`config.mk`:
```
export PLATFORM = sky130hd
export DESIGN_NAME = jk_seq_driver
export DESIGN_NICKNAME = d
export VERILOG_FILES = /design/src/rtl/jk_seq_driver.sv
export SDC_FILE = /design/constraint.sdc
export NUM_CORES = 1
export LEC_CHECK = 0
export ABC_AREA = 1
export CAP_MARGIN = 30
export CORE_MARGIN = 4
export CORE_UTILIZATION = 48
export DETAILED_ROUTE_END_ITERATION = 7
export GPL_ROUTABILITY_DRIVEN = 1
export MAX_ROUTING_LAYER = met4
export PLACE_DENSITY_LB_ADDON = 0.2
export SLEW_MARGIN = 10
export SYNTH_ARGS = -nofsm -noshare
export SYNTH_HDL_FRONTEND = slang
export SYNTH_SLANG_ARGS = --single-unit
```
`constraint.sdc`:
```
create_clock -name clk -period 2.2 [get_ports clk]
set_input_delay 0.33 -clock clk [delete_from_list [all_inputs] [get_ports clk]]
set_output_delay 0.33 -clock clk [all_outputs]
set_load 0.05 [all_outputs]
```
`src/rtl/jk_seq_driver.sv`:
```
// Drives an external JK flip-flop bank to a requested target state through the JK
// excitation table, lets the bank take one edge, then checks the resulting Q.
module jk_seq_driver #(
  parameter int WIDTH      = 4,
  parameter bit USE_TOGGLE = 1'b0,
  parameter int ERR_W      = 8
) (
  input  logic             clk,
  input  logic             reset,
  input  logic             tgt_valid,
  output logic             tgt_ready,
  input  logic [WIDTH-1:0] tgt_data,
  input  logic [WIDTH-1:0] q_fb,
  output logic [WIDTH-1:0] j,
  output logic [WIDTH-1:0] k,
  output logic             busy,
  output logic             done,
  output logic             mismatch,
  input  logic             err_clr,
  output logic [ERR_W-1:0] err_count
);

  // Handshake: a target transfers on a rising edge where tgt_valid && tgt_ready;
  // tgt_ready is high only in IDLE, and tgt_data is captured on that edge only.
  typedef enum logic [1:0] {
    IDLE  = 2'd0,
    DRIVE = 2'd1,
    CHECK = 2'd2
  } state_t;

  state_t           state;
  state_t           state_nxt;
  logic [WIDTH-1:0] tgt_q;
  logic [WIDTH-1:0] rise;
  logic [WIDTH-1:0] fall;
  logic [WIDTH-1:0] exc_j;
  logic [WIDTH-1:0] exc_k;
  logic [WIDTH-1:0] j_nxt;
  logic [WIDTH-1:0] k_nxt;
  logic             accept;
  logic             check_end;
  logic             check_bad;

  // Bits that must go 0->1 and 1->0 to reach the target from the live Q.
  assign rise = ~q_fb & tgt_data;
  assign fall = q_fb & ~tgt_data;

  always_comb begin
    exc_j = rise;
    exc_k = fall;
    if (USE_TOGGLE) begin
      exc_j = rise | fall;
      exc_k = rise | fall;
    end
  end

  always_comb begin
    state_nxt = state;
    j_nxt     = '0;
    k_nxt     = '0;
    tgt_ready = 1'b0;
    busy      = 1'b0;
    accept    = 1'b0;
    check_end = 1'b0;
    case (state)
      IDLE: begin
        tgt_ready = 1'b1;
        if (tgt_valid) begin
          accept    = 1'b1;
          j_nxt     = exc_j;
          k_nxt     = exc_k;
          state_nxt = DRIVE;
        end
      end
      DRIVE: begin
        busy      = 1'b1;
        state_nxt = CHECK;
      end
      CHECK: begin
        busy      = 1'b1;
        check_end = 1'b1;
        state_nxt = IDLE;
      end
      default: state_nxt = IDLE;
    endcase
  end

  assign check_bad = check_end && (q_fb != tgt_q);

  always_ff @(posedge clk) begin
    if (reset) begin
      state     <= IDLE;
      j         <= '0;
      k         <= '0;
      tgt_q     <= '0;
      done      <= 1'b0;
      mismatch  <= 1'b0;
      err_count <= '0;
    end else begin
      state    <= state_nxt;
      j        <= j_nxt;
      k        <= k_nxt;
      done     <= check_end;
      mismatch <= check_bad;
      if (accept) begin
        tgt_q <= tgt_data;
      end
      // Clear takes priority over a coincident mismatch; the count saturates.
      if (err_clr) begin
        err_count <= '0;
      end else if (check_bad && (err_count != {ERR_W{1'b1}})) begin
        err_count <= err_count + ERR_W'(1);
      end
    end
  end

endmodule

```
==> results of run 1 <==
-- metrics by stage --
stage	instance area, um^2	cells
global placement	1450	210
floorplan	1130	154
CTS	1500	214
global route	1510	214
finish	1510	214
detailed placement	1450	210
-- power by group through the flow --
| stage | Clock (uW) | Sequential [uW] | Combinational [uW] |
|---|---|---|---|
| global placement | 0 | 475 | 225 |
| finish | 320 | 467 | 227 |
| CTS | 322 | 467 | 231 |
| detailed placement | 0 | 477 | 230 |
| floorplan | 0 | 505 | 133 |
| global route | 339 | 470 | 248 |
-- cell families (layout without fill, tap and decap cells) --
logic type	Yosys count	count (layout)	synth area share
adder cells (fa/ha/maj)	4	4	0.0443
XOR/XNOR	1	1	0.00775
buffers and inverters	32	64	0.117
flip-flops	24	24	0.425
AO/OA/AOI/OAI	11	11	0.0587
AND/OR/NAND/NOR	82	82	0.347
-- path summary, 6_finish.rpt --
check	startpoint	to	slack [ns]	cells past startpoint
setup / recovery	err_count[2]	err_count[2]	0.23	1
hold / removal	tgt_q[3]	tgt_q[3]	0.48	2
setup reg to reg	err_count[0]	err_count[5]	0.75	10
hold reg to reg	tgt_q[3]	tgt_q[3]	0.48	2
-- area by class of cell --
type | instances | area (um^2) | share of cell area
Tap cell | 28 | 35.0 | 0.0232
Clock buffer | 3 | 22.5 | 0.0149
Inverter | 29 | 109 | 0.0721
Sequential cell | 24 | 480 | 0.318
Multi-Input combinational cell | 98 | 517 | 0.342
Clock inverter | 1 | 30.0 | 0.0199
Timing Repair Buffer | 31 | 315 | 0.209
-- state kept, by name, summed over array words and instances (netlist names) --
name       flops
k              4
mismatch       1
done           1
j              4
tgt_q          4
err_count      8
state          2
-- metal layers --
metal	up-vias	wire length, um
met4	0	17
li1	547	-
met1	447	1020
met3	2	111
met2	25	1060
met5	-	0
-- cells in the final DEF (no fill, tap or decap) --
cell,instances
a21oi_1,5
a21oi_2,1
a311oi_1,1
bufinv_16,1
clkbuf_4,3
clkdlybuf4s50_1,29
dfxtp_1,24
dlymetal6s2s_1,2
ha_1,4
inv_1,28
inv_2,1
nand2_1,36
nand2_2,3
nand3_1,7
nand3_2,3
nand4_1,6
nand4_2,1
nor2_1,12
nor2_2,6
nor3_1,8
o21ai_0,1
o22ai_1,3
xor2_1,1
-- what timing repair did --
item / in CTS / in global routing
setup endpoints to repair: 0 / 2
gates resized for setup: 0 / 2
setup buffers: 0 / 0
==> results_dict.tcl, run 1 <==
set metrics [dict create \
    ir_drop_mv 0.538 \
    syn_inst 154 \
    synth_top_cell_by_area "dfxtp_1" \
    insertedDiodeCount 0 \
    status "finished clean" \
    clk-insertion-delay-late_ns 0.31 \
    post_synth_num_cell_types 22 \
    viasPerCell 4.77 \
    synth_top_area_share 0.425 \
    grt_util_met2 0.238 \
    crit_slowest_cell "clkdlybuf4s50_1" \
    power_density_mw_per_mm2 672 \
    die_width_um 56.5 \
    fp-row-count 17 \
    grt_pass1_vias 909 \
    arrival_ns 1.64 \
    dp_slack_ns 0.386 \
    grt_antenna_before_repair 0 \
    fin_tns_setup_ns 0 \
    grt_use_met1 0.193 \
    io_buffers 31 \
    ys_warn_count 0 \
    fp.coreArea_mm2 0.00223 \
    synth_edf_count 0 \
    crit_chain "clkdlybuf4s50_1" \
    cp-end-kind "output port" \
    start_util 0.506 \
    hp-class "flop to flop" \
    fill_cells 185 \
    power.switching_uw 296 \
    dr.pass1.iters 4 \
    rsz0062_at_grt "false" \
    syn_nets 170 \
    nets 203 \
    critPathKind "flop to output port" \
    path_delay_family "buffers and inverters" \
    max_cap_violations 0 \
    clock-root-buffer "clkbuf_4" \
    setup_viol 0 \
    ant_nets 0 \
    grt_start_max_net_pins 16 \
    synth.most_common_cell "nand2_1" \
    wire_per_inst_um 10.4 \
    htreeDepth 1 \
    grt_pass1_wl_um 3770 \
    intPower_uw 718 \
    path_buf_inv 1 \
    clock-sinks 24 \
    gp_congestion 0.832 \
    finalWirelength_um 2220 \
    slew_violations 0 \
    clk_path_buf_depth 2 \
    dieArea_mm2 0.00319 \
    path_clk_slew_ns 0.14 \
    p_seq_frac 0.460 \
    max_freq_mhz 508 \
    p_leak_uw 0.000657 \
    skew_ns 0.00525 \
    post-route-util 0.676 \
    use_met3 0.0345 \
    drt_iter0_markers 12 \
    syn2layout_area_growth_pct 33.6 \
    async_flop_share 0 \
    ioPinCount 32 \
    cts_tree "done" \
    slowest_delay_ns 0.85 \
    grt.busiest_layer "met2" \
    drc 0 \
    die-height_um 56.5 \
    tightest_slew_ns 0.543 \
    vias 1021 \
    power_frac_clock 0.315 \
    ys_ff_latch 24 \
    p_sw_frac 0.292 \
    hold_viol 0 \
    p_total_uw 1010 \
    fin_ws_ns 0.233 \
    grt_overflow 0 \
    syn-cell-area_mm2 0.00113 \
    synth_area_leaders "dfxtp_1, nand2_1, inv_1" \
    synth_common_cells "nand2_1, inv_1, dfxtp_1" \
    min_period_ns 1.97 \
    avgSynthCellArea_um2 7.34 \
    cts_inserted_buffers 3 \
    critPathMaxFanout 6 \
    critPathRequiredTime_ns 1.87 \
    grt.total_usage 0.149 \
    slew_headroom 0.638 \
    holdWs_ns 0.479 \
    layout-drive-gt1-share 0.102 \
    yosysSeqAreaShare 0.425 \
    ys.flop_type "dfxtp_1" \
    dpl.hpwl_um 1790 \
    finalCritPeriodShare 0.894 \
    cts_hold_buf 0 \
    combPwrFrac 0.224 \
    startpoint_type "flop" \
]
(Power assumes the default switching activity.)
==> run 2: changes to the inputs <==
- SLEW_MARGIN: 10 -> not set
==> results of run 2 <==
The final DEF is identical to that of run 1; final timing and power are the same.
==> run 3: changes to the inputs <==
- CORE_UTILIZATION: 48 -> 40
==> results_dict.tcl, run 3 (synthesis gave the netlist of run 1 again) <==
set metrics [dict create \
    p_leak_uw 0.000650 \
    fin_cells 217 \
    dpl.hpwl_um 1810 \
    grt.total_usage 0.151 \
    cts_setup_buffers 0 \
    rsz0062_at_grt "false" \
    path_clk_slew_ns 0.13 \
    grt_pass1_wl_um 4150 \
    cts_inserted_buffers 3 \
    clock-sinks 24 \
    min_period_ns 1.96 \
    cp-startpoint "err_count[2]" \
    layout-drive-gt1-share 0.102 \
    ant_nets 0 \
    largest_register_ffs 8 \
    ff_latch_area_um2 480 \
    start_util 0.413 \
    min_from "tgt_q[3]" \
    ir_drop_mv 0.435 \
    clk_path_buf_depth 2 \
    hp-class "flop to flop" \
    r2r-start "err_count[0]" \
    drt_iter0_markers 61 \
    dr.pass1.iters 4 \
    viasPerCell 4.86 \
    clock-root-buffer "clkbuf_4" \
    status "finished clean" \
    startpoint_type "flop" \
    fin_tns_setup_ns 0 \
    skew_ns 0.00125 \
    critPathKind "flop to output port" \
    dp_cells 213 \
    p_sw_frac 0.320 \
    fp.coreArea_mm2 0.00273 \
    clk-insertion-delay-late_ns 0.32 \
    nets 203 \
    die-height_um 61.1 \
    cp-end-kind "output port" \
    drc 0 \
    setup_viol 0 \
    grt_pass1_vias 1016 \
    combPwrFrac 0.245 \
    crit_chain "clkdlybuf4s50_1" \
    insertedDiodeCount 0 \
    finalWirelength_um 2410 \
    ioPinCount 32 \
    final_common_cell "nand2_1" \
    syn2layout_area_growth_pct 32.4 \
    final_cell_mix "nand2_1, clkdlybuf4s50_1, inv_1" \
    path_delay_family "buffers and inverters" \
    slowest_delay_ns 0.85 \
    slew_violations 0 \
    arrival_ns 1.63 \
    htreeDepth 1 \
    grt_overflow 0 \
    critPathRequiredTime_ns 1.87 \
    max_cap_violations 0 \
    path_buf_inv 1 \
    crit_slowest_cell "clkdlybuf4s50_1" \
    fp-row-count 19 \
    power.switching_uw 299 \
    tightest_slew_ns 0.583 \
    critPathMaxFanout 6 \
    cts_resized 0 \
    slew_headroom 0.611 \
    io_buffers 31 \
    hold_viol 0 \
    gp_congestion 0.826 \
    intPower_uw 636 \
    grt_antenna_before_repair 0 \
    power_frac_clock 0.255 \
    cts_tree "done" \
    finalCritPeriodShare 0.892 \
    die_width_um 61.1 \
    dieArea_mm2 0.00374 \
    wire_per_inst_um 11.1 \
    top_register "err_count" \
    p_seq_frac 0.500 \
    cts_hold_buf 0 \
    fill_cells 264 \
    max_freq_mhz 510 \
    grt_start_max_net_pins 16 \
    vias 1054 \
    power_density_mw_per_mm2 624 \
    multi_input_area_um2 517 \
]
==> run 3: power by group through the flow <==
| stage | Combinational (uW) | Sequential, uW | Clock [uW] |
|---|---|---|---|
| final | 229 | 467 | 238 |
| after global routing | 249 | 469 | 259 |
| after CTS | 232 | 467 | 244 |
| after detailed placement | 231 | 477 | 0 |
| after global placement | 227 | 476 | 0 |
| after floorplan | 133 | 505 | 0 |
==> run 3: layer usage <==
layer,vias up,track usage,part of all wire,wire length (um)
met5,-,-,0,0
met4,0,0.0681,0.0096,23
met3,3,0.0314,0.045,109
met2,33,0.236,0.47,1130
met1,472,0.185,0.48,1140
li1,546,-,-,-
==> run 3: per-stage QoR <==
| step | hold slack [ns] | power (uW) | worst slack (ns) | cell area (um^2) | util |
|---|---|---|---|---|---|
| 3_5_place_dp | 0.463 | 708 | 0.381 | 1460 | 0.532 |
| 4_1_cts | 0.483 | 943 | 0.0205 | 1490 | 0.546 |
| 3_3_place_gp | 0.456 | 702 | 0.421 | 1460 | 0.532 |
| 6_report | 0.480 | 934 | 0.238 | 1500 | 0.547 |
| 2_1_floorplan | 0.401 | 638 | 0.534 | 1130 | - |
| 5_1_grt | 0.517 | 977 | 0.143 | 1500 | 0.547 |
==> run 3: final timing paths <==
kind                  end  slack (ns)  cells past startpoint
min reg2reg      tgt_q[3]        0.48                      2
max          err_count[2]        0.24                      1
min              tgt_q[3]        0.48                      2
max reg2reg  err_count[7]        0.74                     10
==> run 3: cell type report <==
class                           instances  share of cell area
Clock buffer                            4              0.0242
Sequential cell                        24               0.321
Inverter                               29              0.0727
Timing Repair Buffer                   31               0.211
Tap cell                               31              0.0259
Multi-Input combinational cell         98               0.345
==> run 3: worst min-delay path, cell delays in order (launching register included) <==
cell	delay (ns)
dfxtp_1	0.34
inv_1	0.06
a21oi_1	0.05
